===== src/rtl/mul_div_unit_if.sv =====
`default_nettype none
// ============================================================================
// Module      : mul_div_unit_if
// Description : Request/result bundle between the core and mul_div_unit.
// Revision    : 1.0 - initial release
// ============================================================================
interface mul_div_unit_if;
    logic        Start;
    logic [1:0]  Op;
    logic [31:0] Operand_A;
    logic [31:0] Operand_B;
    logic [4:0]  Dest_Reg;
    logic        Busy;
    logic        Done;
    logic [31:0] Result;
    logic [4:0]  Result_Reg;

    modport master (
        output Start, Op, Operand_A, Operand_B, Dest_Reg,
        input  Busy, Done, Result, Result_Reg
    );

    modport slave (
        input  Start, Op, Operand_A, Operand_B, Dest_Reg,
        output Busy, Done, Result, Result_Reg
    );
endinterface
`default_nettype wire


===== src/rtl/mul_div_unit.sv =====
`default_nettype none
// ============================================================================
// Module      : mul_div_unit
// Description : Iterative 32-bit unsigned multiply/divide unit, 32 steps/op.
// Revision    : 1.0 - initial release
// ============================================================================
module mul_div_unit (
    input  wire logic     Clk,
    input  wire logic     Reset,
    mul_div_unit_if.slave mdu
);
    typedef enum logic [1:0] {
        S_IDLE = 2'd0,
        S_MUL  = 2'd1,
        S_DIV  = 2'd2,
        S_DONE = 2'd3
    } state_t;

    localparam logic [5:0] c_LAST_ITER = 6'd31;

    state_t      r_state;
    logic        r_sel_high;
    logic [31:0] r_a;
    logic [31:0] r_b;
    logic [4:0]  r_dest;
    logic [5:0]  r_count;
    logic [63:0] r_acc;
    logic        r_busy;
    logic        r_done;
    logic [31:0] r_result;
    logic [4:0]  r_result_reg;

    logic [32:0] w_mul_sum;
    logic [63:0] w_mul_next;
    logic [32:0] w_div_shift;
    logic [32:0] w_div_trial;
    logic        w_div_ok;
    logic [63:0] w_div_next;
    logic [63:0] w_step;

    // Multiply: r_acc is the 64-bit product, built LSB-first from the top half down.
    assign w_mul_sum  = {1'b0, r_acc[63:32]} + {1'b0, (r_b[0] ? r_a : 32'd0)};
    assign w_mul_next = {w_mul_sum, r_acc[31:1]};

    // Divide: r_acc[63:32] is the partial remainder, r_acc[31:0] collects quotient bits.
    // A set shift[32] already exceeds any divisor, so the subtraction must succeed.
    assign w_div_shift = {r_acc[63:32], r_a[31]};
    assign w_div_trial = w_div_shift - {1'b0, r_b};
    assign w_div_ok    = w_div_shift[32] | ~w_div_trial[32];
    assign w_div_next  = {(w_div_ok ? w_div_trial[31:0] : w_div_shift[31:0]),
                          r_acc[30:0], w_div_ok};

    assign w_step = (r_state == S_MUL) ? w_mul_next : w_div_next;

    always_ff @(posedge Clk) begin
        if (!Reset) begin
            r_state      <= S_IDLE;
            r_sel_high   <= 1'b0;
            r_a          <= 32'd0;
            r_b          <= 32'd0;
            r_dest       <= 5'd0;
            r_count      <= 6'd0;
            r_acc        <= 64'd0;
            r_busy       <= 1'b0;
            r_done       <= 1'b0;
            r_result     <= 32'd0;
            r_result_reg <= 5'd0;
        end else begin
            case (r_state)
                S_IDLE: begin
                    r_done <= 1'b0;
                    if (mdu.Start) begin
                        r_sel_high <= mdu.Op[0];
                        r_a        <= mdu.Operand_A;
                        r_b        <= mdu.Operand_B;
                        r_dest     <= mdu.Dest_Reg;
                        r_count    <= 6'd0;
                        r_acc      <= 64'd0;
                        r_busy     <= 1'b1;
                        r_state    <= mdu.Op[1] ? S_DIV : S_MUL;
                    end
                end
                S_MUL, S_DIV: begin
                    r_acc   <= w_step;
                    r_count <= r_count + 6'd1;
                    if (r_state == S_MUL) begin
                        r_b <= {1'b0, r_b[31:1]};
                    end else begin
                        r_a <= {r_a[30:0], 1'b0};
                    end
                    // Final iteration: the low/high half carries MUL/DIVU vs MULHU/REMU.
                    if (r_count == c_LAST_ITER) begin
                        r_state      <= S_DONE;
                        r_done       <= 1'b1;
                        r_result     <= r_sel_high ? w_step[63:32] : w_step[31:0];
                        r_result_reg <= r_dest;
                    end
                end
                S_DONE: begin
                    r_done  <= 1'b0;
                    r_busy  <= 1'b0;
                    r_state <= S_IDLE;
                end
                default: begin
                    r_state <= S_IDLE;
                end
            endcase
        end
    end

    assign mdu.Busy       = r_busy;
    assign mdu.Done       = r_done;
    assign mdu.Result     = r_result;
    assign mdu.Result_Reg = r_result_reg;

endmodule
`default_nettype wire


===== src/flat_wrapper.sv =====
// flat-port wrapper written by rule: the top's interface ports become plain ports
module mul_div_unit_flat 
  (Clk, Reset, mdu_Start, mdu_Op, mdu_Operand_A, mdu_Operand_B, mdu_Dest_Reg, mdu_Busy, mdu_Done, mdu_Result, mdu_Result_Reg);
  mul_div_unit_if mdu_i ();
  input  wire logic Clk;
  input  wire logic Reset;
  input wire logic [$bits(mdu_i.Start)-1:0] mdu_Start;
  input wire logic [$bits(mdu_i.Op)-1:0] mdu_Op;
  input wire logic [$bits(mdu_i.Operand_A)-1:0] mdu_Operand_A;
  input wire logic [$bits(mdu_i.Operand_B)-1:0] mdu_Operand_B;
  input wire logic [$bits(mdu_i.Dest_Reg)-1:0] mdu_Dest_Reg;
  output wire logic [$bits(mdu_i.Busy)-1:0] mdu_Busy;
  output wire logic [$bits(mdu_i.Done)-1:0] mdu_Done;
  output wire logic [$bits(mdu_i.Result)-1:0] mdu_Result;
  output wire logic [$bits(mdu_i.Result_Reg)-1:0] mdu_Result_Reg;
  assign mdu_i.Start = mdu_Start;
  assign mdu_i.Op = mdu_Op;
  assign mdu_i.Operand_A = mdu_Operand_A;
  assign mdu_i.Operand_B = mdu_Operand_B;
  assign mdu_i.Dest_Reg = mdu_Dest_Reg;
  assign mdu_Busy = mdu_i.Busy;
  assign mdu_Done = mdu_i.Done;
  assign mdu_Result = mdu_i.Result;
  assign mdu_Result_Reg = mdu_i.Result_Reg;
  mul_div_unit u_core (.Clk(Clk), .Reset(Reset), .mdu(mdu_i));
endmodule

===== config.mk =====
export PLATFORM = sky130hd
export DESIGN_NAME = mul_div_unit_flat
export DESIGN_NICKNAME = d
export VERILOG_FILES = /design/src/rtl/mul_div_unit_if.sv /design/src/rtl/mul_div_unit.sv /design/src/flat_wrapper.sv
export SDC_FILE = /design/constraint.sdc
export NUM_CORES = 1
export LEC_CHECK = 0
export CAP_MARGIN = 20
export CORE_MARGIN = 3
export CORE_UTILIZATION = 50
export CTS_CLUSTER_DIAMETER = 30
export DETAILED_ROUTE_END_ITERATION = 7
export PLACE_DENSITY = 0.7
export SYNTH_ARGS = -nofsm -noshare
export SYNTH_HDL_FRONTEND = slang
export SYNTH_SLANG_ARGS = --single-unit

===== constraint.sdc =====
create_clock -name Clk -period 4.2 [get_ports Clk]
set_clock_uncertainty 0.1 [all_clocks]
set_input_delay 0.84 -clock Clk [delete_from_list [all_inputs] [get_ports Clk]]
set_output_delay 0.84 -clock Clk [all_outputs]
set_load 0.05 [all_outputs]

==> results of run 1 <==
[logic make-up after synthesis]
group                    after synthesis  share of synthesized area (%)
buffers and inverters                142                           4.75
AND/OR/NAND/NOR                      437                           17.3
flip-flops                           181                           31.4
adder cells (fa/ha/maj)               71                           7.83
XOR/XNOR                              55                           4.18
AO/OA/AOI/OAI                        442                           25.7
multiplexers                          99                           8.89
[cells in the mapped netlist, drive strengths merged, types with 3 or more instances]
master / n
nand3: 35
a21o: 24
a32o: 9
a211oi: 71
a21oi: 118
a2111oi: 4
nand2: 118
buf: 14
nor3: 19
xnor2: 29
mux2: 28
clkbuf: 81
nand2b: 17
and4: 3
o21ai: 76
a311oi: 6
dfxtp: 181
or2: 3
mux2i: 71
xor2: 26
and2: 40
a22oi: 31
a22o: 4
ha: 69
nor2: 163
o211ai: 27
nand3b: 3
o311ai: 3
o31ai: 5
a211o: 6
nand4: 13
o21a: 12
and3: 6
nor3b: 12
inv: 47
o21bai: 6
a31oi: 11
o221ai: 4
[tightest hold or removal path, delay by kind of cell, from the launching register on]
family / cells / cell delay (ns)
flip-flops: 1 / 0.32
AND/OR/NAND/NOR: 1 / 0.05
AO/OA/AOI/OAI: 1 / 0.05
[through the flow]
| step | setup WS (ns) | hold WS [ns] |
|---|---|---|
| after floorplan | 1.01 | 0.332 |
| after global placement | 0.423 | 0.342 |
| after detailed placement | 0.351 | 0.347 |
| after CTS | 0.322 | 0.359 |
| after global routing | 0.126 | 0.388 |
| final | 0.457 | 0.351 |
[timing repair]
action | in CTS | in global routing
gates resized for setup | 0 | 2
setup endpoints to repair | 0 | 3
buffers inserted | 0 | 0
[layout make-up]
| class | count | area, um2 | area share [%] |
|---|---|---|---|
| repair buffers | 132 | 1310 | 9.69 |
| well taps | 280 | 350 | 2.59 |
| multi-input cells | 1104 | 7420 | 55.0 |
| flip-flops and latches | 181 | 3620 | 26.8 |
| clock inverters | 14 | 178 | 1.32 |
| clock buffers | 18 | 439 | 3.25 |
| inverters | 47 | 179 | 1.33 |
[report_power, final]
part	leakage (nW)	switching, mW	internal, mW
combinational	3.50	4.33	2.76
sequential	1.47	0.430	2.12
clock	0.298	0.841	0.826
[cell usage in the layout, fill, tap and decap left out, types with 31 or more instances in the layout]
cell	netlist	layout
a211oi_1	70	70
a21oi_1	116	114
a22oi_1	31	31
and2_1	40	40
clkdlybuf4s50_1	0	112
dfxtp_1	181	181
ha_1	69	67
inv_1	47	46
mux2i_1	71	71
nand2_1	118	117
nand3_1	35	35
nor2_1	163	163
o21ai_0	52	52
[state kept, by name (all words and copies together) (netlist names)]
| signal | count |
|---|---|
| u_core.r_sel_high | 1 |
| u_core.mdu.Result | 32 |
| u_core.mdu.Done | 1 |
| u_core.r_count | 6 |
| u_core.r_acc | 64 |
| u_core.r_state | 2 |
| u_core.mdu.Result_Reg | 5 |
| u_core.r_a | 32 |
| u_core.r_b | 32 |
| u_core.mdu.Busy | 1 |
| u_core.r_dest | 5 |
[how the worst min path moves through the flow]
stage / startpoint / slack [ns] / cells past startpoint / end
final: u_core.r_dest[2]$_SDFFE_PN0P_ / 0.35 / 2 / u_core.mdu.Result_Reg[2]$_SDFFE_PN0P_
after global routing: u_core.r_dest[3]$_SDFFE_PN0P_ / 0.39 / 2 / u_core.mdu.Result_Reg[3]$_SDFFE_PN0P_
after CTS: u_core.r_dest[2]$_SDFFE_PN0P_ / 0.36 / 2 / u_core.mdu.Result_Reg[2]$_SDFFE_PN0P_
after detailed placement: u_core.r_dest[2]$_SDFFE_PN0P_ / 0.35 / 2 / u_core.mdu.Result_Reg[2]$_SDFFE_PN0P_
after global placement: u_core.r_dest[0]$_SDFFE_PN0P_ / 0.34 / 2 / u_core.mdu.Result_Reg[0]$_SDFFE_PN0P_
after floorplan: u_core.r_dest[0]$_SDFFE_PN0P_ / 0.33 / 2 / u_core.mdu.Result_Reg[0]$_SDFFE_PN0P_
[per-layer routing]
metal | track usage [%] | vias up
li1 | - | 5292
met3 | 4.05 | 19
met1 | 40.5 | 5128
met5 | 0 | -
met2 | 40.1 | 345
met4 | 4.75 | 0
==> flow_summary.toml, run 1 <==
[critical_path]
cp-endpoint = "u_core.mdu.Result[1]$_SDFFE_PN0P_"
crit_start = "u_core.r_b[0]$_SDFFE_PN0P_"
cp_top_family = "compound AO/OA/AOI/OAI gates"
cp.required_ns = 4.47
crit_path_start_kind = "flip-flop"
cp_slowest_cell = "fa_1"
worstPathArrival_ns = 4.02
crit-reg2reg-launch = "u_core.r_b[0]$_SDFFE_PN0P_"
max_stage_delay_ns = 0.40
rrSetupSlack_ns = 0.46
path_class = "reg2reg"
end_kind = "flip-flop"
crit_fanout = 29
crit_path_cell_trace = "buf_4 -> ha_1 -> fa_1 -> nand2b_1 -> a21oi_1 -> o211ai_2 -> o21ai_2 -> a21oi_4 -> o21ai_2 -> buf_4 -> mux2_1 -> o211ai_1 -> o211ai_1 -> a21oi_1"
crit_buf_inv = 2
crit_cells = 14
r2r_end = "u_core.mdu.Result[1]$_SDFFE_PN0P_"
reg2reg_depth = 14

[global_route]
grt_pass1_wl_um = 53000
antenna_found_initial = 0
grt_max_degree = 77
grt-ovfl-total = 0
grt_use_total_pct = 26.6
grt_pass1_vias = 9771

[timing]
setup_viol = 0
fmax_mhz = 267
drv_slew = 0
hold_viol = 0
period_share_pct = 89.1
tightest_slew_ns = 0.982
rsz0062_at_grt = "false"
max-slew-margin-rel_pct = 34.5
fin_setup_tns_ns = 0
finalCriticalPeriod_ns = 3.74

[routing]
highest_layer = "met4"
drt-met1-wl_um = 16600
drt_iter0_drc = 1058
via_per_inst = 6.07
antenna_left = 0
wirelength_um = 33500
first_pass_iters = 5
vias = 10800
met3_length_um = 2230
wl_per_cell_um = 18.9
drcViolationCount = 0
dr_wl_met2_um = 14400

[placed_design]
dp.cells = 1744
hpwl_um = 24500
placed_area_um2 = 12900
routabilityCongestion = 0.948
port_buffers = 112

[yosys]
synth_edf_count = 0
avgSynthCellArea_um2 = 8.09
synth_cells = 1427
synthesis.area_um2 = 11500
syn_nets = 1572
synth-seq-cells = 181
synth_area_leader_cell = "dfxtp_1"
ys_warn_count = 0
yosysSeqAreaShare_pct = 31.4
synthFlopType = "dfxtp_1"
synth_top_area_share_pct = 31.4
async_flop_share_pct = 0
synth_area_leaders = "dfxtp_1 31%, ha_1 7.5%, mux2i_1 6.2%"
synth.distinct_cells = 70

[pwr]
total_power_mw = 11.3
power_density_nw_per_um2 = 837
p_leak_nw = 5.27
vdd_ir_drop_max_mv = 0.492

[clock_network]
htreeDepth = 4
clk_pin_slew_ns = 0.08
cts_hold_buf = 0
cts.sinks = 181
cts.path.max_buffers = 2
cts_tree = "yes"
cts_root_buf = "clkbuf_16"
clk_latency_ns = 0.44
cts_buffers = 17

[finish]
post-route-cell-area_um2 = 13500
fill_cells = 1989
postLayoutCoreUtil_pct = 60.7
final_cells = 1776
areaGrowthSynthToFinish_pct = 17.0
drive_gt1_share_pct = 6.42
nets = 1628
diodes = 0

[status]
status = "completed"

[flow_run]
maxCapViolations = 0

[floorplan]
die_y_um = 158
pin_count = 113
die_w_um = 158
fp-row-count = 54
dieArea_um2 = 24900
placeableCoreArea_um2 = 22200
start_util_pct = 51.9

[worst_hold_path]
hp-class = "reg2reg"
(Power assumes the default switching activity.)
==> run 2, diff against run 1 <==
Settings changed: SLEW_MARGIN set to 10.
==> results of run 2 <==
The final DEF is identical to that of run 1; final timing and power are the same.
